## src/rtl/mips_pkg.sv

```systemverilog
`default_nettype none
// ============================================================================
// Package  : mips_pkg
// Brief    : Shared types and sizing for the multiply/divide sequencer.
// Revision : 1.0 - initial release
// ============================================================================
package mips_pkg;

  localparam int MDU_WIDTH = 32;
  localparam int MDU_CNT_W = $clog2(MDU_WIDTH);

  typedef enum logic [1:0] {
    OP_MULT  = 2'd0,
    OP_MULTU = 2'd1,
    OP_DIV   = 2'd2,
    OP_DIVU  = 2'd3
  } mdu_op_t;

  typedef enum logic [1:0] {
    ST_IDLE = 2'd0,
    ST_MUL  = 2'd1,
    ST_DIV  = 2'd2,
    ST_FIX  = 2'd3
  } mdu_state_t;

  // MULT and DIV interpret operands as two's complement
  function automatic logic op_is_signed(input mdu_op_t op);
    return (op == OP_MULT) || (op == OP_DIV);
  endfunction

  function automatic logic op_is_div(input mdu_op_t op);
    return (op == OP_DIV) || (op == OP_DIVU);
  endfunction

endpackage
`default_nettype wire

```

## src/rtl/muldiv_seq_step.sv

```systemverilog
`default_nettype none
// ============================================================================
// Module   : mdu_step
// Brief    : One iteration of the shared multiply/divide datapath.
//            Multiply: radix-2 shift-add, acc = {partial_hi, multiplier}.
//            Divide  : restoring shift-subtract, acc = {remainder, quotient}.
// Revision : 1.0 - initial release
// ============================================================================
module mdu_step #(
  parameter int WIDTH = 32
) (
  input  logic                 is_div,
  input  logic [2*WIDTH-1:0]   acc_in,
  input  logic [WIDTH-1:0]     operand,
  output logic [2*WIDTH-1:0]   acc_out
);

  logic [WIDTH:0] mul_sum;
  logic [WIDTH:0] rem_sh;
  logic [WIDTH:0] rem_diff;

  // Compute one multiply or divide step; the extra bit holds the add carry
  // or the subtract borrow, and is folded back into the 2*WIDTH result.
  always_comb begin
    mul_sum  = {1'b0, acc_in[2*WIDTH-1:WIDTH]}
             + ({(WIDTH+1){acc_in[0]}} & {1'b0, operand});
    rem_sh   = acc_in[2*WIDTH-1:WIDTH-1];
    rem_diff = rem_sh - {1'b0, operand};
    if (is_div) begin
      if (!rem_diff[WIDTH]) begin
        acc_out = {rem_diff[WIDTH-1:0], acc_in[WIDTH-2:0], 1'b1};
      end else begin
        acc_out = {rem_sh[WIDTH-1:0], acc_in[WIDTH-2:0], 1'b0};
      end
    end else begin
      acc_out = {mul_sum, acc_in[WIDTH-1:1]};
    end
  end

endmodule
`default_nettype wire

```

## src/rtl/muldiv_seq.sv

```systemverilog
`default_nettype none
// ============================================================================
// Module   : muldiv_seq
// Brief    : Multi-cycle MULT/MULTU/DIV/DIVU sequencer owning HI/LO.
//            Load in IDLE, WIDTH iterations in MUL/DIV, sign fix and HI/LO
//            write in FIX. Stalls execute while an operation is in flight.
// Revision : 1.0 - initial release
// ============================================================================
module muldiv_seq
  import mips_pkg::*;
#(
  parameter int WIDTH = MDU_WIDTH
) (
  input  logic             clock,
  input  logic             reset_n,
  input  logic             start,
  input  logic [1:0]       op,
  input  logic [WIDTH-1:0] rs_val,
  input  logic [WIDTH-1:0] rt_val,
  input  logic             mf_req,
  input  logic             flush,
  output logic             busy,
  output logic             done,
  output logic             stall,
  output logic [WIDTH-1:0] hi,
  output logic [WIDTH-1:0] lo
);

  localparam int                CNT_W      = $clog2(WIDTH);
  localparam logic [CNT_W-1:0]  C_CNT_LAST = CNT_W'(WIDTH - 1);

  mdu_state_t           state_q, state_d;
  logic [CNT_W-1:0]     cnt_q, cnt_d;
  logic [2*WIDTH-1:0]   acc_q, acc_d;
  logic [WIDTH-1:0]     opnd_q, opnd_d;
  logic                 is_div_q, is_div_d;
  logic                 sign_p_q, sign_p_d;   // product / quotient sign
  logic                 sign_r_q, sign_r_d;   // remainder sign
  logic [WIDTH-1:0]     hi_q, hi_d;
  logic [WIDTH-1:0]     lo_q, lo_d;
  logic                 busy_q, busy_d;
  logic                 done_q, done_d;

  mdu_op_t              op_e;
  logic                 signed_op;
  logic                 load_div;
  logic [WIDTH-1:0]     rs_mag;
  logic [WIDTH-1:0]     rt_mag;
  logic [2*WIDTH-1:0]   step_acc;
  logic [2*WIDTH-1:0]   prod_fix;
  logic [WIDTH-1:0]     quo_fix;
  logic [WIDTH-1:0]     rem_fix;

  mdu_step #(
    .WIDTH (WIDTH)
  ) u_step (
    .is_div  (is_div_q),
    .acc_in  (acc_q),
    .operand (opnd_q),
    .acc_out (step_acc)
  );

  // Next-state logic: operand load, iteration, sign fix and flush handling
  always_comb begin
    state_d  = state_q;
    cnt_d    = cnt_q;
    acc_d    = acc_q;
    opnd_d   = opnd_q;
    is_div_d = is_div_q;
    sign_p_d = sign_p_q;
    sign_r_d = sign_r_q;
    hi_d     = hi_q;
    lo_d     = lo_q;
    done_d   = 1'b0;

    op_e      = mdu_op_t'(op);
    signed_op = op_is_signed(op_e);
    load_div  = op_is_div(op_e);
    rs_mag    = (signed_op && rs_val[WIDTH-1]) ? -rs_val : rs_val;
    rt_mag    = (signed_op && rt_val[WIDTH-1]) ? -rt_val : rt_val;

    // The product is negated as one double-width value; quotient and
    // remainder carry independent signs.
    prod_fix  = sign_p_q ? -acc_q : acc_q;
    quo_fix   = sign_p_q ? -acc_q[WIDTH-1:0] : acc_q[WIDTH-1:0];
    rem_fix   = sign_r_q ? -acc_q[2*WIDTH-1:WIDTH] : acc_q[2*WIDTH-1:WIDTH];

    case (state_q)
      ST_IDLE: begin
        if (start && !flush) begin
          is_div_d = load_div;
          sign_p_d = signed_op & (rs_val[WIDTH-1] ^ rt_val[WIDTH-1]);
          sign_r_d = signed_op & rs_val[WIDTH-1];
          // Multiply shifts the multiplier out of the low half; divide
          // shifts the dividend out of it.
          opnd_d   = load_div ? rt_mag : rs_mag;
          acc_d    = {{WIDTH{1'b0}}, (load_div ? rs_mag : rt_mag)};
          cnt_d    = '0;
          state_d  = load_div ? ST_DIV : ST_MUL;
        end
      end
      ST_MUL, ST_DIV: begin
        if (flush) begin
          state_d = ST_IDLE;
        end else begin
          acc_d = step_acc;
          cnt_d = cnt_q + 1'b1;
          if (cnt_q == C_CNT_LAST) begin
            state_d = ST_FIX;
          end
        end
      end
      ST_FIX: begin
        state_d = ST_IDLE;
        if (!flush) begin
          if (is_div_q) begin
            hi_d = rem_fix;
            lo_d = quo_fix;
          end else begin
            hi_d = prod_fix[2*WIDTH-1:WIDTH];
            lo_d = prod_fix[WIDTH-1:0];
          end
          done_d = 1'b1;
        end
      end
      default: begin
        state_d = ST_IDLE;
      end
    endcase

    busy_d = (state_d != ST_IDLE);
  end

  // State, datapath and output registers; reset clears everything at once
  always_ff @(posedge clock or negedge reset_n) begin
    if (!reset_n) begin
      state_q  <= ST_IDLE;
      cnt_q    <= '0;
      acc_q    <= '0;
      opnd_q   <= '0;
      is_div_q <= 1'b0;
      sign_p_q <= 1'b0;
      sign_r_q <= 1'b0;
      hi_q     <= '0;
      lo_q     <= '0;
      busy_q   <= 1'b0;
      done_q   <= 1'b0;
    end else begin
      state_q  <= state_d;
      cnt_q    <= cnt_d;
      acc_q    <= acc_d;
      opnd_q   <= opnd_d;
      is_div_q <= is_div_d;
      sign_p_q <= sign_p_d;
      sign_r_q <= sign_r_d;
      hi_q     <= hi_d;
      lo_q     <= lo_d;
      busy_q   <= busy_d;
      done_q   <= done_d;
    end
  end

  assign busy  = busy_q;
  assign done  = done_q;
  assign hi    = hi_q;
  assign lo    = lo_q;
  // Zero-latency pipeline hold for a second issue or an MFHI/MFLO
  assign stall = busy_q & (start | mf_req);

endmodule
`default_nettype wire

```

## config.mk

```make
export PLATFORM = sky130hd
export DESIGN_NAME = muldiv_seq
export DESIGN_NICKNAME = d
export VERILOG_FILES = /design/src/rtl/mips_pkg.sv /design/src/rtl/muldiv_seq_step.sv /design/src/rtl/muldiv_seq.sv
export SDC_FILE = /design/constraint.sdc
export NUM_CORES = 1
export LEC_CHECK = 0
export ABC_AREA = 1
export CORE_UTILIZATION = 35
export DETAILED_ROUTE_END_ITERATION = 6
export PLACE_DENSITY = 0.5
export REMOVE_ABC_BUFFERS = 1
export SLEW_MARGIN = 10
export SYNTH_ARGS = -nofsm -noshare
export SYNTH_HDL_FRONTEND = slang
export SYNTH_HIERARCHICAL = 1
export SYNTH_SLANG_ARGS = --single-unit
```

## constraint.sdc

```tcl
create_clock -name clock -period 2.7 [get_ports clock]
set_input_delay 0.54 -clock clock [delete_from_list [all_inputs] [get_ports clock]]
set_output_delay 0.54 -clock clock [all_outputs]
set_load 0.005 [all_outputs]
```

==> summary.md <==
| Metric | Value |
|---|---|
| Outcome | complete, no violations |
| Top cells by area, synth | dfrtp_1 (24%), nand2_1 (21%), nand3_1 (11%), inv_1 (8.0%), nor2_1 (5.7%) |
| Fin Hold WS | 0.431 ns |
| Adder-Cell Fraction of Synth Area | 0.0519 |
| I/O Pins | 138 |
| Commonest non-fill, non-tap cells in the layout | nand2_1 (983), inv_1 (383), nand3_1 (360) |
| CTS clock-pin slew for the worst setup and hold paths | 0.09 ns |
| Die area | 0.0527 mm^2 |
| Number of vias per cell | 5.23 |
| Row Count | 83 |
| Total congestion overflow | 0 |
| Drt pass-1 iters | 6 |
| Post-synthesis mux area share | 0.000552 |
| Post-Route WL | 83500 um |
| CP startpoint kind | register |
| DRT antenna net count | 0 |
| Worst skew pair latency | 0.50 ns |
| Peak supply drop | 0.772 mV |
| Fill cell count | 5549 |
| Post-DP HPWL | 68400 um |
| Max-slew violations | 0 |
| Layout cell share with drive strength beyond 1 | 0.167 |
| R2R setup slack | 0.06 ns |
| Avg WL per Cell | 20.5 um |
| CP cell instances | ha_4 -> fa_2 -> inv_2 -> nand2_2 -> nand2_2 -> nand3_2 -> nand2_2 -> nand2_2 -> nand2_4 -> nand2_8 -> nand3_4 -> nand2_8 -> buf_4 -> nand2_2 -> nand3_2 -> nand2_1 -> nand3_1 -> o21ai_1 |
| Complex-gate fraction of the synthesized area | 0.118 |
| Worst setup EP type | register |
| Worst EP arrival | 3.06 ns |
| # nets final | 3526 |
| Gate Count Post-Synth | 3062 |
| Sequential share of the synthesized area | 0.238 |
| Simple logic cell fraction of the synthesized area | 0.448 |
| First-pass GRT wire length | 126000 um |
| Initial core utilization | 0.354 |
| Die Y | 230 um |
| Clock buffer depth | 2 |
| Post-synth EDFFs | 0 |
| CTS Buf Count | 17 |
| Final worst path period share | 0.977 |
| Post-Synth XOR/XNOR Area | 0.0353 |
| Post-Place Worst Slack | -0.236 ns |
| Core area | 0.0512 mm^2 |
| Fmax | 0.379 GHz |
| GRT Util Overall | 0.317 |
| Tmin final | 2.64 ns |
| IO buf count | 137 |
| CTS Sinks | 172 |
| Predominant post-synthesis flop cell | dfrtp_1 |
| Class of the worst hold path | in2async |
| Die Width | 230 um |
| Leakage power | 12.1 nW |
| Register bit total from synthesis | 172 |
| P per Cell Area | 1320 mW/mm^2 |
| CP Max Fanout | 7 |
| Most frequent CP cell | nand2_2 |
| Number of global-route vias before repair | 20511 |
| Async set-reset flop share out of synthesis | 1.00 |
| Kind of critical path | reg2reg |
| DRT iter0 DRCs | 1823 |
| Largest area contributor in the netlist | dfrtp_1 |
| Placer Congestion | 1.01 |
| CTS tree | built |
| Initial antenna violation count | 0 |
| Post-route DRC violation count | 0 |
| Netlist cell types | 54 |
| H-tree depth | 4 |
| Yosys top cell area share | 0.238 |
| Crit-path leading delay family | simple AND/OR/NAND/NOR gates |
| Largest family of logic cells by synthesized area | simple AND/OR/NAND/NOR gates |
| Slew HR | 0.507 |
| CP Buf/Inv Count | 2 |
| Final Skew | 0.0234 ns |
| PnR worst setup slack | 0.0609 ns |
| Cell Area, Synth | 0.0181 mm^2 |
| Synth warn | 6 |
| Highest-delay cell along the critical path | dfrtp_2 |
| Least-Margin Pin Slew | 0.739 ns |
| Worst Path Required | 3.12 ns |
| # Max-Cap Violations | 0 |
| Area grow syn2layout | 29.4% |
| Antenna cells | 0 |
| Setup violators final | 0 |
| Hold Fails Final Rpt | 0 |
| CTS root buf | clkbuf_16 |
| RSZ-0062 raised after global routing | yes |
| CP max stage delay | 0.45 ns |
| Pin count of the biggest net entering global routing | 82 |
| Syn avg cell area | 5.92 um^2 |
| Commonest non-fill, non-tap cell in the layout | nand2_1 |
| Vias post-DR | 21289 |
cell families after synthesis:
family,Yosys count
AO/OA/AOI/OAI,384
XOR/XNOR,73
adder cells (fa/ha/maj),74
buffers and inverters,494
flip-flops,172
multiplexers,1
AND/OR/NAND/NOR,1864
worst reg2reg max path, stage by stage, from the launching register on:
cell and delay [ns]:
dfrtp_2 0.45, ha_4 0.18, fa_2 0.40, inv_2 0.07, nand2_2 0.05, nand2_2 0.09, nand3_2 0.09, nand2_2 0.09
nand2_2 0.06, nand2_4 0.09, nand2_8 0.08, nand3_4 0.19, nand2_8 0.12, buf_4 0.16, nand2_2 0.07, nand3_2 0.10
nand2_1 0.09, nand3_1 0.07, o21ai_1 0.10
worst paths after layout:
check	start	to	depth (start not counted)
max in group asynchronous	reset_n	hi[27]	3
max reg2reg	opnd_q[0]	acc_q[55]	18
min in group clock	hi[28]	hi[28]	2
min	reset_n	lo[11]	2
max	opnd_q[0]	acc_q[55]	18
min reg2reg	hi[28]	hi[28]	2
per-layer routing:
| layer | GRT usage | share of wire | vias to the layer above |
|---|---|---|---|
| met5 | 0 | 0 | - |
| met4 | 0.154 | 0.050 | 0 |
| met3 | 0.0313 | 0.046 | 133 |
| met2 | 0.522 | 0.46 | 655 |
| met1 | 0.413 | 0.44 | 10031 |
| li1 | - | - | 10470 |
report_power, final:
part           leakage, nW  internal [mW]  switching (mW)
registers             2.17           3.69            1.43
logic                 9.59           8.47            14.6
clock network        0.299           1.35            1.39
flip-flops by register name (all words and copies together) (netlist names):
signal    count
sign_r_q      1
sign_p_q      1
cnt_q         5
opnd_q       32
busy          1
is_div_q      1
hi           32
acc_q        64
done          1
state_q       2
lo           32
stage by stage:
step / util / instances / TNS [ns] / area [um^2] / power, mW
floorplan: - / 2967 / -84.60 / 17600 / 17.1
global placement: 0.427 / 4023 / -1.05 / 21800 / 26.3
detailed placement: 0.427 / 4023 / -1.34 / 21800 / 26.3
CTS: 0.441 / 4062 / 0 / 22600 / 29.5
global route: 0.458 / 4074 / -0.942 / 23400 / 33.4
finish: 0.458 / 4074 / 0 / 23400 / 30.9
cell type report:
| class | count | area, um^2 | share of cell area |
|---|---|---|---|
| multi-input combinational | 2397 | 12600 | 0.536 |
| sequential | 172 | 4330 | 0.185 |
| timing repair buffer | 394 | 3570 | 0.152 |
| inverter | 399 | 1500 | 0.0639 |
| tap | 680 | 851 | 0.0363 |
| clock buffer | 18 | 429 | 0.0183 |
| clock inverter | 14 | 200 | 0.00854 |
cells in the mapped netlist, types with 31 or more instances:
cell         n
dfrtp_1    172
nand4_1     35
nand3_1    388
ha_1        72
o21ai_0    176
nand2_1   1019
nor2_1     274
inv_1      387
clkbuf_1    47
nand2_2     31
xor2_1      52
a21oi_1    120
repair_timing:
| item | CTS | global route |
|---|---|---|
| endpoints found under the hold margin | 16 | 0 |
| pin swaps | 1 | 40 |
| setup buffers | 5 | 10 |
| gates resized for setup | 17 | 202 |
| hold buffers | 1 | 0 |
| gates cloned | 1 | 2 |
| endpoints found under the setup margin | 22 | 33 |
Note: power is estimated with default switching activity, not from simulation.
